**config.mk**
```make
export PLATFORM = sky130hd
export DESIGN_NAME = ttl74x201_ctrl
export DESIGN_NICKNAME = d
export VERILOG_FILES = /design/src/rtl/ttl74x201_ctrl.sv
export SDC_FILE = /design/constraint.sdc
export NUM_CORES = 1
export LEC_CHECK = 0
export ABC_AREA = 1
export BUFFER_PORTS_ARGS = -buffer_cell sky130_fd_sc_hd__buf_4
export CAP_MARGIN = 15
export CORE_MARGIN = 5
export CORE_UTILIZATION = 53
export CTS_CLUSTER_SIZE = 25
export DETAILED_ROUTE_END_ITERATION = 6
export HOLD_SLACK_MARGIN = 0.06
export PLACE_DENSITY = 0.85
export REMOVE_ABC_BUFFERS = 1
export SLEW_MARGIN = 0
export SYNTH_ARGS = -nofsm -noshare
export SYNTH_HDL_FRONTEND = slang
export SYNTH_SLANG_ARGS = --single-unit
```
**constraint.sdc**
```tcl
create_clock -name clk -period 5.4 [get_ports clk]
set_input_delay 0.54 -clock clk [delete_from_list [all_inputs] [get_ports clk]]
set_output_delay 0.54 -clock clk [all_outputs]
set_load 0.03 [all_outputs]
```
**src/rtl/ttl74x201_ctrl.sv**
```systemverilog
// ttl74x201_ctrl: round-robin sequencer for a 74x201-style 256x1 SRAM with phased strobes and a clear engine
// Ports:
//   clk, rst                  clock and synchronous active-high reset
//   req_valid/req_ready       per-requester handshake (bit n = requester n), at most one ready bit high
//   req_we/req_addr/req_wdata per-requester command (slice n = requester n)
//   rsp_valid/rsp_rdata       one-cycle completion pulse per requester, read data in true polarity
//   clr_req/busy/clr_done     clear request (latched), activity flag, clear completion pulse
//   ram_rw/ram_s_n/ram_a/ram_d/ram_q_n  SRAM pins (Q_n is inverted data)
module ttl74x201_ctrl #(
  parameter int ADDR_WIDTH = 8,
  parameter int DATA_WIDTH = 1,
  parameter int T_SETUP = 1,
  parameter int T_WRITE = 2,
  parameter int T_HOLD = 1,
  parameter int T_READ = 2,
  parameter int CLEAR_ON_RESET = 1,
  parameter logic [DATA_WIDTH-1:0] FILL = '0
) (
  input  logic                    clk,
  input  logic                    rst,
  input  logic [1:0]              req_valid,
  output logic [1:0]              req_ready,
  input  logic [1:0]              req_we,
  input  logic [2*ADDR_WIDTH-1:0] req_addr,
  input  logic [2*DATA_WIDTH-1:0] req_wdata,
  output logic [1:0]              rsp_valid,
  output logic [DATA_WIDTH-1:0]   rsp_rdata,
  input  logic                    clr_req,
  output logic                    busy,
  output logic                    clr_done,
  output logic                    ram_rw,
  output logic                    ram_s_n,
  output logic [ADDR_WIDTH-1:0]   ram_a,
  output logic [DATA_WIDTH-1:0]   ram_d,
  input  logic [DATA_WIDTH-1:0]   ram_q_n
);
  if (T_SETUP < 1 || T_WRITE < 1 || T_HOLD < 1 || T_READ < 1) begin : g_bad_timing
    $error("ttl74x201_ctrl: every T_* parameter must be >= 1");
  end
  typedef enum logic [2:0] {IDLE, SETUP, STROBE, HOLD, READ} state_t;
  state_t state, state_n;
  logic [15:0] cnt, cnt_load;
  logic [ADDR_WIDTH-1:0] cmd_addr;
  logic [DATA_WIDTH-1:0] cmd_data;
  logic cmd_we, cmd_id, cmd_clr;
  logic rr_last, clr_pend, clr_act;
  logic gnt_id, can_grant, xfer, start_clr, last, top, chain, done_op;
  assign last = cnt == 16'd0;
  assign top = &cmd_addr;
  assign start_clr = state == IDLE && clr_pend;
  // Clear writes run back to back: HOLD goes straight to the next SETUP, so each word costs only its strobe phases.
  assign chain = state == HOLD && last && cmd_clr && !top;
  assign done_op = last && (state == HOLD || state == READ);
  // With both requesters valid, the one not served last wins.
  assign gnt_id = &req_valid ? ~rr_last : req_valid[1];
  assign can_grant = state == IDLE && !clr_pend;
  assign req_ready = !can_grant ? 2'b00 : gnt_id ? {req_valid[1], 1'b0} : {1'b0, req_valid[0]};
  assign xfer = |req_ready;
  always_comb begin
    state_n = state == IDLE ? ((start_clr || xfer) ? SETUP : IDLE) :
              !last ? state :
              state == SETUP ? (cmd_we ? STROBE : READ) :
              state == STROBE ? HOLD :
              chain ? SETUP : IDLE;
    cnt_load = state_n == SETUP ? 16'(T_SETUP - 1) :
               state_n == STROBE ? 16'(T_WRITE - 1) :
               state_n == HOLD ? 16'(T_HOLD - 1) : 16'(T_READ - 1);
  end
  always_ff @(posedge clk) begin
    if (rst) begin
      state <= IDLE;
      cnt <= '0;
      cmd_addr <= '0;
      cmd_data <= '0;
      cmd_we <= 1'b0;
      cmd_id <= 1'b0;
      cmd_clr <= 1'b0;
      rr_last <= 1'b1;
      clr_pend <= CLEAR_ON_RESET != 0;
      clr_act <= 1'b0;
      rsp_valid <= 2'b00;
      rsp_rdata <= '0;
      clr_done <= 1'b0;
    end else begin
      state <= state_n;
      cnt <= state_n != state ? cnt_load : cnt - 16'd1;
      // A request arriving while a clear is running is absorbed by that clear.
      clr_pend <= start_clr ? 1'b0 : clr_pend | (clr_req & ~clr_act);
      rsp_valid <= (done_op && !cmd_clr) ? (cmd_id ? 2'b10 : 2'b01) : 2'b00;
      clr_done <= done_op && cmd_clr && top;
      if (state == READ && last) rsp_rdata <= ~ram_q_n;
      else if (state == HOLD && last && !cmd_clr) rsp_rdata <= '0;
      if (start_clr) begin
        cmd_addr <= '0;
        cmd_data <= FILL;
        cmd_we <= 1'b1;
        cmd_clr <= 1'b1;
        clr_act <= 1'b1;
      end else if (xfer) begin
        cmd_addr <= gnt_id ? req_addr[2*ADDR_WIDTH-1:ADDR_WIDTH] : req_addr[ADDR_WIDTH-1:0];
        cmd_data <= gnt_id ? req_wdata[2*DATA_WIDTH-1:DATA_WIDTH] : req_wdata[DATA_WIDTH-1:0];
        cmd_we <= req_we[gnt_id];
        cmd_id <= gnt_id;
        cmd_clr <= 1'b0;
        rr_last <= gnt_id;
      end else if (state == HOLD && last && cmd_clr) begin
        cmd_addr <= cmd_addr + 1'b1;
        clr_act <= !top;
      end
    end
  end
  assign busy = state != IDLE || clr_pend || clr_act;
  assign ram_s_n = state == IDLE;
  assign ram_rw = state != STROBE;
  assign ram_a = cmd_addr;
  assign ram_d = cmd_data;
endmodule

```
=== After elaboration in Yosys (flattened, before gate mapping) ===
Cells that the tools add are included.

* Flip-flop bits (word level): 38
* Input port bits: 26
* Output and inout port bits: 18
* Logic and storage cells: 96

* $add $sub $neg: 2
* Magnitude comparators: 1
* Equality and inequality tests: 10
* Muxes and demuxes: 31
* Bitwise operators: 7
* Reduce and logical (&&, ||, !) cells: 32

{| class="wikitable"
|+ Operators with widths
! kind !! count
|-
| 8-bit 2-to-1 mux || 3
|-
| 1-bit 2-to-1 mux || 19
|-
| 16-bit logical NOT || 1
|-
| 16-bit 2-to-1 mux || 1
|-
| 16-bit by 1-bit subtractor with 16-bit output, second input constant || 1
|-
| 3-bit by 2-bit equality test with 1-bit output, second input constant || 4
|-
| 3-bit 2-to-1 mux || 4
|-
| 1-bit logical AND || 11
|-
| 8-bit by 1-bit adder with 8-bit output, second input constant || 1
|-
| 2-bit 2-to-1 mux || 4
|-
| 8-bit AND reduction || 1
|-
| 2-bit nonzero test || 4
|-
| 3-bit by 1-bit equality test with 1-bit output, second input constant || 2
|-
| 2-bit AND reduction || 3
|-
| 2-bit OR reduction || 3
|-
| 1-bit NOT || 5
|-
| 1-bit logical OR || 4
|-
| 3-bit equality test, second input constant || 1
|-
| 1-bit logical NOT || 3
|-
| 3-bit logical NOT || 1
|-
| 3-bit by 2-bit inequality test with 1-bit output, second input constant || 1
|-
| 3-bit inequality test || 1
|-
| 3-bit nonzero test || 1
|-
| 1-bit by 2-bit less-than comparator with 1-bit output, second input constant || 1
|-
| other kinds (3) || 3
|}

=== Logic depth before layout (Yosys ltp) ===
* Depth after elaboration: 14
* Gate-level depth with buffers: 14
* Mapped depth without buffers: 14

=== Worst setup path before layout ===
Ideal clock, no wire load.

* Kind: input port to output port
* From: in req_valid[0]
* To: out req_ready[0]
* Arrival time: 1.308 ns
* Required time: 4.860 ns
* Path slack: 3.552 ns
* Stages: 5
* Buffers on the path: 1
* Cell sequence: nand2_1 > nand2_1 > inv_1 > clkbuf_1 > nor2_1

* Longest elaborated chain between the ends: 4

{| class="wikitable"
|+ Ends and longest elaborated chain
! element !! RTL line !! source
|-
| start, declared || 21 || <nowiki>input logic [1:0] req_valid,</nowiki>
|-
| 2-bit AND reduction || 55 || <nowiki>assign gnt_id = &req_valid ? ~rr_last : req_valid[1];</nowiki>
|-
| 1-bit 2-to-1 mux || 55 ||
|-
| 2-bit 2-to-1 mux * (2 in a row) || 57 || <nowiki>assign req_ready = !can_grant ? 2'b00 : gnt_id ? {req_valid[1], 1'b0} : {1'b0, req_valid[0]};</nowiki>
|-
| end, declared || 22 || <nowiki>output logic [1:0] req_ready,</nowiki>
|}

Every way passes the cells marked *; elsewhere a longest branch is shown, timed or not.

=== Final worst setup path ===
* From: in req_valid[0]
* To: out req_ready[1]

* Longest elaborated chain between the ends: 4

{| class="wikitable"
|+ Ends and longest elaborated chain
! element !! RTL line
|-
| 2-bit AND reduction || 55
|-
| 1-bit 2-to-1 mux || 55
|-
| 2-bit 2-to-1 mux (2 in a row) || 57
|}

Every way passes these cells.

==> summary by stage <==
Status
The run finished with clean final reports.

Global route
The initial antenna violation count came to 0. The first global-routing pass estimated 7460 µm of wire. The number of global-route vias before repair is 1,745. The total routing usage reported by global routing is 18.4%. The pin count of the biggest net entering global routing is 16.

The total overflow left after global routing is 0.

Worst setup path
The worst setup path is of the in2out kind. The startpoint identified for the worst register-to-register timing path is rr_last. Across all register-to-register paths, the minimum setup slack is 3.25 ns. The worst setup path is captured at an output port. The endpoint arrival time on the critical path is 1.66 ns. The critical path required time is 4.86 ns. The worst register-to-register path ends at cnt[4]. The worst setup path is launched from an input pin. The depth of the worst register-to-register path is 10. The biggest fanout along the worst timing path is 12.

Final layout
From synthesis to final layout, the design area changed by 21.5%. At the end of the flow, the number of nets in the layout was 350. The final antenna diode count is 0. After filler insertion, the fill cell instance count of the layout stands at 336. Cells fill 66.2% of the core in the end. Of the cells placed in the final design, the portion with a size suffix greater than 1 is 26.5%.

Timing
The maximum clock skew at final layout is 0.00466 ns. The clock period minus worst slack is 2.20 ns. The part of the cycle the worst path needs is 40.7%. Setup repair after global routing left no endpoint under its margin.

The final count of pins violating max slew is 0. Setup violations remaining at the end of the flow were counted as 0. The transition at the pin with the smallest max-transition slack is 0.428 ns. The minimum hold slack is 0.464 ns. The final-layout setup total negative slack is 0 ns. Timing would allow up to 455 MHz.

The final-report hold violation count is 0. Measured against its own limit, the worst slew margin works out to 71.2%. Setup slack closes at 3.20 ns.

Min path
The origin of the worst min-delay path is cmd_id. The endpoint of the worst hold-timing path is rsp_valid[0]. The min-delay analysis places its worst path in the category reg2reg.

The cell depth of the worst hold path is 1.

Yosys
A synthesized cell averages 7.23 µm². The total standard cell area after synthesis is 0.00199 mm². By instance count, the leading cell after synthesis is nand2_1.

Counting instances in the post-synthesis netlist gives the leading cell types as nand2_1 (66), dfxtp_1 (38), nor2_1 (33), inv_1 (20), a21oi_1 (19). The adder-cell area share of the yosys netlist is 1.88%. The cell count after synthesis came out at 276. The mux cell area share after synthesis is 0%. The portion of the post-synthesis area used by sequential elements is 38.1%. Summed over all instances, the cell type with the most area after synthesis is dfxtp_1. The number of synthesized flops with an enable pin is 0. Among all flip-flop cells after synthesis, the most frequent one is dfxtp_1.

The synthesized-area fraction occupied by xor and xnor cells is 5.27%. The compound-gate portion of the synthesized area is 13.7%. The synthesized-area fraction occupied by and/or/nand/nor cells is 34.9%.

Yosys attributes the largest share of cell area to dfxtp_1 (38%), nand2_1 (12%), nor2_1 (6.2%). By area, the combinational part of the netlist is dominated by simple AND/OR/NAND/NOR gates. The synthesized design contains 38 register bits. The share of synthesized registers carrying an async set or reset is 0%.

The number of warning messages in the yosys log is 0. Counting distinct cell types in the post-synthesis netlist gives 36. The area share of the largest cell type after synthesis is 38.1%.

Drt
The pre-antenna-repair detailed-routing pass consisted of 4 iterations. The highest metal layer carrying signal wires in the routed design is met4. After detailed routing, the average wire length per cell comes to 11.9 µm. The routed wire length on met2 is 2030 µm. The final layout contains routed wiring with a total length of 4400 µm. The routed length on met3 is 287 µm. The routed via count divided by cell count is 5.02. After detailed routing, the wire length on met1 is 2010 µm. In this run, the number of DRC markers left after iteration 0 of detailed routing was 81. The number of nets still failing antenna checks after routing is 0. For this run, design rule violations remaining after detail routing come to 0.

The routed via count is 1,853.

Power
Sequential cells account for 32.1% of the total power. Total power for the finished layout comes to 1.27 mW. Per report_power, the combinational group accounts for 53.8% of the total. The internal power contribution is 682 µW. The power per unit of standard cell area is 526 mW/mm².

Of the total power, the share spent switching nets is 46.5%. The share of total power dissipated in the clock network is 14.1%. For this design the total switching power over the nets is 593 µW. For this design the static power due to leakage is 1.10 nW. IR analysis of the VDD net gives a maximum drop of 462 µV.

Clock network
The maximum level of the CTS H-tree is 2. The post-cts sizing count is 0. The clock tree from TritonCTS is built. Buffers added to address setup during post-CTS repair amount to 0. The clock slew seen by the registers of the worst setup and hold paths is 0.07 ns. For this design, the sink count on the clock tree is 38. Counting the buffers created by CTS gives 5. For the worst-skew pair, the clock arrives at the later sink with an insertion delay of 0.29 ns. Clock tree synthesis selected as its root buffer the cell clkbuf_8. The number of hold buffers added after CTS was 0. The maximum buffer depth of the clock tree is 2.

Die
The boundary pin count is 44. The number of rows created at floorplan is 22. The placeable core region is 0.00366 mm².

The starting density of the core is 54.5%. The horizontal die dimension is 71.3 µm. The height of the die is 71.3 µm. The die covers 0.00509 mm².

Placement
The placed wire-length estimate after detailed placement is 3470 µm. The count of buffers added on input and output ports is 43. OpenSTA, run right after detailed placement, puts the worst setup slack at 2.99 ns. Routability-driven placement finished with a final weighted congestion of 0.859.

Flow run
The number of violations of the max-capacitance limit is 0.
[worst max-delay path by stage]
stage | from | end | slack (ns) | cells after the start
after floorplan | req_valid[0] | cnt[10] | 3.39 | 10
after global placement | req_valid[0] | cnt[9] | 3.10 | 11
after detailed placement | req_valid[0] | cnt[4] | 2.99 | 11
after CTS | req_valid[0] | req_ready[1] | 3.21 | 7
after global routing | rr_last | cnt[4] | 2.98 | 10
final | req_valid[0] | req_ready[1] | 3.20 | 7
[power groups by stage]
stage | clock network, mW | registers (mW) | logic (mW)
finish | 0.180 | 0.409 | 0.686
global route | 0.197 | 0.418 | 0.772
CTS | 0.187 | 0.408 | 0.692
detailed placement | 0 | 0.413 | 0.687
global placement | 0 | 0.412 | 0.673
floorplan | 0 | 0.424 | 0.518
[final cells by class]
class,instances,area [µm²],share of cell area [%]
Sequential cell,38,761,31.4
Clock buffer,7,76.3,3.15
Timing Repair Buffer,43,323,13.3
Multi-Input combinational cell,209,1110,45.9
Tap cell,48,60.1,2.48
Inverter,24,90.1,3.72
[critical path, stage by stage]
cell and delay (ns):
buf_4 0.11, nand2_1 0.06, nand2_1 0.20, inv_1 0.32
nand2_1 0.18, inv_1 0.09, buf_4 0.15
[layout by cell type, fill, tap and decap left out, types with 3 or more instances in the layout]
cell type and count:
a21oi_1 19, a31oi_1 3, buf_4 43, clkbuf_8 5, dfxtp_1 38, ha_1 3
inv_1 20, inv_2 3, nand2_1 66, nand2_2 5, nand3_1 15, nand4_1 3
nor2_1 33, nor2_2 15, nor3_1 3, o21ai_0 8, or2_2 4, xnor2_1 7
xor2_1 5
[logic make-up (layout without fill, tap and decap cells)]
family,count (synthesis),after routing
and+or+nand+nor,150,150
AOI/OAI and AO/OA,44,44
DFF,38,38
buffers and inverters,29,74
xor gates and xnor gates,12,12
adders and majority gates,3,3
[through the flow]
step | instances | instance area (µm²)
after detailed placement | 362 | 2350
after global placement | 362 | 2350
after global routing | 369 | 2420
final | 369 | 2420
after floorplan | 271 | 1960
after CTS | 369 | 2420
[metal layers]
metal	vias up	track usage, %
li1	986	-
met1	809	21.8
met2	52	30.6
met3	6	6.17
met4	0	7.52
met5	-	0
[state kept, by name (all words and copies together) (netlist names), 2 cells and up]
register   cells
cnt           16
ram_a          8
rsp_valid      2
state          3
No activity file was read; power rests on OpenSTA's default activity.
